==> config.mk <==
export PLATFORM = sky130hd
export DESIGN_NAME = voice_allocator
export DESIGN_NICKNAME = d
export VERILOG_FILES = /design/src/rtl/voice_allocator.sv
export SDC_FILE = /design/constraint.sdc
export NUM_CORES = 1
export LEC_CHECK = 0
export ABC_AREA = 1
export CORE_ASPECT_RATIO = 0.8
export CORE_MARGIN = 10
export CORE_UTILIZATION = 45
export DETAILED_ROUTE_END_ITERATION = 16
export GPL_TIMING_DRIVEN = 0
export MAX_ROUTING_LAYER = met4
export PLACE_DENSITY = 0.71
export SYNTH_ARGS = -nofsm -noshare
export SYNTH_HDL_FRONTEND = slang
export SYNTH_SLANG_ARGS = --single-unit
==> constraint.sdc <==
create_clock -name i_clk -period 6.9 [get_ports i_clk]
set_clock_uncertainty 0.05 [all_clocks]
set_input_delay 1.38 -clock i_clk [delete_from_list [all_inputs] [get_ports i_clk]]
set_output_delay 1.38 -clock i_clk [all_outputs]
set_load 0.05 [all_outputs]
==> src/rtl/voice_allocator.sv <==
`timescale 1ns/1ps
// Polyphony voice allocator. Scans one key per clock, turns key level edges into
// note-on/off events and assigns sounding keys to voice slots, stealing the oldest voice when full.
module voice_allocator #(
    parameter int N_KEYS   = 32,
    parameter int N_VOICES = 4,
    parameter int KEY_W    = 5,
    parameter int AGE_W    = 8
) (
    input  logic                      i_clk,
    input  logic                      i_rst_n,
    input  logic                      i_enable,
    input  logic [N_KEYS-1:0]         i_keys,
    output logic [N_KEYS-1:0]         o_gate,
    output logic [N_VOICES-1:0]       o_voice_active,
    output logic [N_VOICES*KEY_W-1:0] o_voice_key,
    output logic [N_VOICES-1:0]       o_retrig,
    output logic                      o_steal,
    output logic                      o_scan_wrap
);

    localparam int               VIDX_W   = (N_VOICES > 1) ? $clog2(N_VOICES) : 1;
    localparam logic [AGE_W-1:0] AGE_MAX  = {AGE_W{1'b1}};
    localparam logic [KEY_W-1:0] LAST_KEY = KEY_W'(N_KEYS - 1);

    logic [KEY_W-1:0]          r_scan_idx;
    logic [N_KEYS-1:0]         r_prev_keys;
    logic [AGE_W-1:0]          r_age [N_VOICES];
    logic [N_VOICES-1:0]       r_active;
    logic [N_VOICES*KEY_W-1:0] r_key;
    logic [N_KEYS-1:0]         r_gate;
    logic [N_VOICES-1:0]       r_retrig;
    logic                      r_steal;
    logic                      r_scan_wrap;

    logic                      w_cur;
    logic                      w_prev;
    logic                      w_note_on;
    logic                      w_note_off;
    logic [N_VOICES-1:0]       w_hit;
    logic                      w_hit_any;
    logic [VIDX_W-1:0]         w_hit_idx;
    logic                      w_free_any;
    logic [VIDX_W-1:0]         w_free_idx;
    logic [VIDX_W-1:0]         w_old_idx;
    logic [AGE_W-1:0]          w_old_age;
    logic [VIDX_W-1:0]         w_sel_idx;
    logic [N_VOICES-1:0]       w_nxt_active;
    logic [N_VOICES*KEY_W-1:0] w_nxt_key;
    logic [AGE_W-1:0]          w_nxt_age [N_VOICES];
    logic [N_VOICES-1:0]       w_nxt_retrig;
    logic                      w_nxt_steal;
    logic [N_KEYS-1:0]         w_nxt_gate;
    logic [KEY_W-1:0]          w_nxt_scan_idx;
    logic                      w_nxt_wrap;

    assign w_cur      = i_keys[r_scan_idx];
    assign w_prev     = r_prev_keys[r_scan_idx];
    assign w_note_on  = i_enable & w_cur & ~w_prev;
    assign w_note_off = i_enable & ~w_cur & w_prev;

    assign w_nxt_scan_idx = (r_scan_idx == LAST_KEY) ? {KEY_W{1'b0}} : (r_scan_idx + 1'b1);
    assign w_nxt_wrap     = i_enable & (r_scan_idx == LAST_KEY);

    // Slot lookup: which active slot holds the scanned key, and the lowest free slot.
    always_comb begin
        w_hit      = {N_VOICES{1'b0}};
        w_hit_idx  = {VIDX_W{1'b0}};
        w_free_idx = {VIDX_W{1'b0}};
        for (int v = N_VOICES - 1; v >= 0; v--) begin
            w_hit[v]   = r_active[v] && (r_key[v*KEY_W +: KEY_W] == r_scan_idx);
            w_hit_idx  = w_hit[v]     ? VIDX_W'(v) : w_hit_idx;
            w_free_idx = !r_active[v] ? VIDX_W'(v) : w_free_idx;
        end
    end

    assign w_hit_any  = |w_hit;
    assign w_free_any = ~&r_active;

    // Oldest slot; strict comparison keeps the lowest index on ties.
    always_comb begin
        w_old_idx = {VIDX_W{1'b0}};
        w_old_age = r_age[0];
        for (int v = 1; v < N_VOICES; v++) begin
            w_old_idx = (r_age[v] > w_old_age) ? VIDX_W'(v) : w_old_idx;
            w_old_age = (r_age[v] > w_old_age) ? r_age[v]   : w_old_age;
        end
    end

    assign w_sel_idx = w_free_any ? w_free_idx : w_old_idx;

    // Slot state update for the event found at the current scan position.
    always_comb begin
        w_nxt_active = r_active;
        w_nxt_key    = r_key;
        w_nxt_age    = r_age;
        w_nxt_retrig = {N_VOICES{1'b0}};
        w_nxt_steal  = 1'b0;
        if (w_note_on && w_hit_any) begin
            w_nxt_retrig[w_hit_idx] = 1'b1;
            w_nxt_age[w_hit_idx]    = {AGE_W{1'b0}};
        end else if (w_note_on) begin
            w_nxt_steal = ~w_free_any;
            for (int v = 0; v < N_VOICES; v++) begin
                if (VIDX_W'(v) == w_sel_idx) begin
                    w_nxt_active[v]             = 1'b1;
                    w_nxt_key[v*KEY_W +: KEY_W] = r_scan_idx;
                    w_nxt_age[v]                = {AGE_W{1'b0}};
                    w_nxt_retrig[v]             = 1'b1;
                end else if (r_active[v] && (r_age[v] != AGE_MAX)) begin
                    w_nxt_age[v] = r_age[v] + 1'b1;
                end else begin
                    w_nxt_age[v] = r_age[v];
                end
            end
        end else if (w_note_off) begin
            for (int v = 0; v < N_VOICES; v++) begin
                if (w_hit[v]) begin
                    w_nxt_active[v]             = 1'b0;
                    w_nxt_key[v*KEY_W +: KEY_W] = {KEY_W{1'b0}};
                    w_nxt_age[v]                = {AGE_W{1'b0}};
                end else begin
                    w_nxt_active[v] = r_active[v];
                end
            end
        end else begin
            w_nxt_steal = 1'b0;
        end
    end

    // Gate mask derived from the slot state that will be registered alongside it.
    always_comb begin
        w_nxt_gate = {N_KEYS{1'b0}};
        for (int v = 0; v < N_VOICES; v++) begin
            w_nxt_gate[w_nxt_key[v*KEY_W +: KEY_W]] =
                w_nxt_gate[w_nxt_key[v*KEY_W +: KEY_W]] | w_nxt_active[v];
        end
    end

    // Scanner, slot state and registered outputs; a frozen scanner holds state and drops pulses.
    always_ff @(posedge i_clk or negedge i_rst_n) begin
        if (!i_rst_n) begin
            r_scan_idx  <= {KEY_W{1'b0}};
            r_prev_keys <= {N_KEYS{1'b0}};
            r_age       <= '{default: {AGE_W{1'b0}}};
            r_active    <= {N_VOICES{1'b0}};
            r_key       <= {(N_VOICES*KEY_W){1'b0}};
            r_gate      <= {N_KEYS{1'b0}};
            r_retrig    <= {N_VOICES{1'b0}};
            r_steal     <= 1'b0;
            r_scan_wrap <= 1'b0;
        end else if (i_enable) begin
            r_scan_idx              <= w_nxt_scan_idx;
            r_prev_keys[r_scan_idx] <= w_cur;
            r_age                   <= w_nxt_age;
            r_active                <= w_nxt_active;
            r_key                   <= w_nxt_key;
            r_gate                  <= w_nxt_gate;
            r_retrig                <= w_nxt_retrig;
            r_steal                 <= w_nxt_steal;
            r_scan_wrap             <= w_nxt_wrap;
        end else begin
            r_retrig    <= {N_VOICES{1'b0}};
            r_steal     <= 1'b0;
            r_scan_wrap <= 1'b0;
        end
    end

    assign o_gate         = r_gate;
    assign o_voice_active = r_active;
    assign o_voice_key    = r_key;
    assign o_retrig       = r_retrig;
    assign o_steal        = r_steal;
    assign o_scan_wrap    = r_scan_wrap;

endmodule
==> key figures <==
Worst hold path
  – Hold crit path type: reg -> reg
  – Hold Crit Start: o_gate[17]

Placement
  – Post-DP HPWL: 30300 um
  – PortBufs: 96
  – Gpl congestion: 0.977

Finish
  – Commonest non-fill, non-tap cell in the layout: nand2_1
  – Most frequent cells in the layout: nand2_1 (443), nor2_1 (260), inv_1 (197)
  – Nets: 2123
  – Layout cell share with drive strength beyond 1: 21.8%
  – Layout area overhead: 35.8%
  – Ant. Diodes: 0

Clock tree
  – Clk sink count: 131
  – Max Root-Sink Buffers: 2
  – Htree depth: 4
  – CTS tree: done
  – Reg clk slew, reported paths: 70 ps
  – CTS Buf Count: 17
  – Clock Latency Late Sink: 440 ps
  – CTS root buffer: clkbuf_16

Floorplanning
  – Die Span X: 197 um
  – Die ar.: 31900 um^2
  – I/O pins: 97
  – Core Rows: 51
  – Core area: 24500 um^2
  – Initial Util: 46.1%
  – Die height: 162 um

Yosys
  – Post-synth ARST share: 100%
  – Gate Count Post-Synth: 1825
  – Main flop type after synthesis: dfrtp_1
  – Post-synthesis register bit count: 131
  – Unique cell type count in the Yosys netlist: 46
  – Largest cells by area after synthesis: dfrtp_1 (29%), nand2_1 (17%), nor2_1 (9.2%)
  – Syn Nets: 1893
  – Synth warn: 0
  – Mapped Area: 11300 um^2
  – Synth top area share: 29.0%
  – Seq/Total Area, Yosys: 29.0%
  – Mean post-synth cell area: 6.19 um^2
  – EDFF count, synth: 0
  – Area leader, netlist: dfrtp_1

Setup path
  – CP peak stage delay: 390 ps
  – Crit path top cell by count: nand2_1
  – Critical path class: reg -> reg
  – Worst EP required: 7190 ps
  – Critical path launch point type: register
  – Crit path from: r_age[27]
  – Slowest library cell on the worst path: dfrtp_1
  – FF-to-FF Start: r_age[27]
  – Crit end category: register
  – Crit-path max FO: 8
  – CP arrival: 8000 ps

Route
  – Met3 WL: 4530 um
  – Post-route DRC violation count: 0
  – Wire per inst: 18.4 um
  – DRT met1 WL: 18500 um
  – DR vias: 13800
  – Final WL: 44000 um
  – Vias per inst: 5.77
  – Drt first pass iters: 6
  – Remaining antenna violation count: 0
  – Routed wl met2: 19900 um
  – Initial drt markers: 1570
  – Max Used Layer: met4

GRT
  – Largest net degree at the start of global routing: 80
  – Tot GR Track Use: 26.3%
  – Vias in the first global route: 12600
  – Grt total ovfl: 0
  – First-pass GRT wire length: 65600 um
  – Initial antenna violation count: 0

Timing
  – Hold Vio Cnt, Final: 0
  – Fmax: 0.130 GHz
  – Worst slew pin tran: 973 ps
  – Final setup margin: -810 ps
  – Slew Viols, Final: 0
  – RSZ-0062 raised after global routing: true
  – Final critical-path required period: 7710 ps
  – # setup viols final: 32
  – WHS: 426 ps
  – Max_slew headroom: 34.9%
  – Final Cycle Share: 112%

Outcome
  – Failing checks: negative setup slack
  – Status: complete, but fails checks

Run
  – Max Cap Viol: 0
==> layout make-up <==
type	instances	area, um^2
plain buffers	58	430
clock buffers	20	457
clock inverters	12	144
fillers	2210	9150
inverters	233	886
multi-input cells	1404	7780
flip-flops and latches	131	3280
well taps	318	398
repair buffers	210	1980
==> cells by family after synthesis <==
kind of cell	after synthesis	share of synthesized area, %
and+or+nand+nor	1079	41.2
adders and majority gates	33	3.65
xor gates and xnor gates	33	2.56
muxes	1	0.0885
DFF	131	29.0
buffers and inverters	291	10.7
AOI/OAI and AO/OA	257	12.9
==> stage by stage <==
step / TNS, ps / cell area [um^2] / utilization, % / cells / worst slack, ps
global route: -38570 / 15400 / 62.7 / 2386 / -1250
global placement: -185840 / 12700 / 51.7 / 2239 / -1830
finish: -24560 / 15400 / 62.7 / 2386 / -810
detailed placement: -60830 / 12700 / 51.8 / 2240 / -1960
CTS: -13750 / 14500 / 59.1 / 2352 / -451
floorplan: 0 / 11300 / - / 1825 / 36.3
==> path summary, 6_finish.rpt <==
kind	slack, ps	end	cells past startpoint
setup / recovery	-810	o_gate[5]	62
hold / removal	430	o_gate[17]	2
setup reg to reg	-810	o_gate[5]	62
hold reg to reg	430	o_gate[17]	2
max in group asynchronous	5190	r_prev_keys[17]	2
min in group asynchronous	830	r_age[17]	1
==> synth_stat cells, types with 2 or more instances <==
cell type	instances
nor3_1	18
or2_2	21
inv_1	208
o21ai_1	23
a21boi_0	2
clkinv_1	3
buf_6	3
o211ai_1	14
a21o_1	2
o21bai_1	3
nand3b_1	3
buf_2	10
nand2_2	8
nor2_2	8
a31oi_1	25
clkbuf_1	22
dfrtp_1	131
xnor2_1	9
xor2_1	24
o21a_1	8
nand3_1	178
nand2_1	509
inv_2	22
nand4_1	38
buf_4	21
ha_1	33
a21oi_1	41
nor2_1	277
buf_1	2
o22ai_1	35
o21ai_0	98
nor2_4	11
o32ai_1	2
==> flip-flops by register name, summed over array words and instances, names as in the netlist <==
register,flops
o_gate,32
o_voice_key,20
r_prev_keys,32
o_retrig,4
r_age,32
r_scan_idx,5
o_scan_wrap,1
o_voice_active,4
o_steal,1
==> per-layer routing <==
metal	track usage, %	vias to the layer above
met1	34.6	6570
met2	40.2	709
met4	7.22	0
met3	5.68	117
li1	-	6381
met5	-	-
==> critical path, delay by kind of cell (launching register included) <==
kind	cells	cell delay, ps
AND/OR/NAND/NOR	40	4000
AO/OA/AOI/OAI	7	1060
flip-flops	1	390
buffers and inverters	12	1320
adder cells (fa/ha/maj)	3	770
==> timing repair <==
action,4_1_cts,5_1_grt
pin swaps,80,100
hold buffers,0,0
gates cloned,10,4
endpoints found under the hold margin,0,0
resized for setup,174,146
buffers inserted,70,30
setup endpoints to repair,32,32
Power is left out: the tool's default activity adds up to more than one toggle a clock period on the data nets, which glitch-free logic cannot reach.
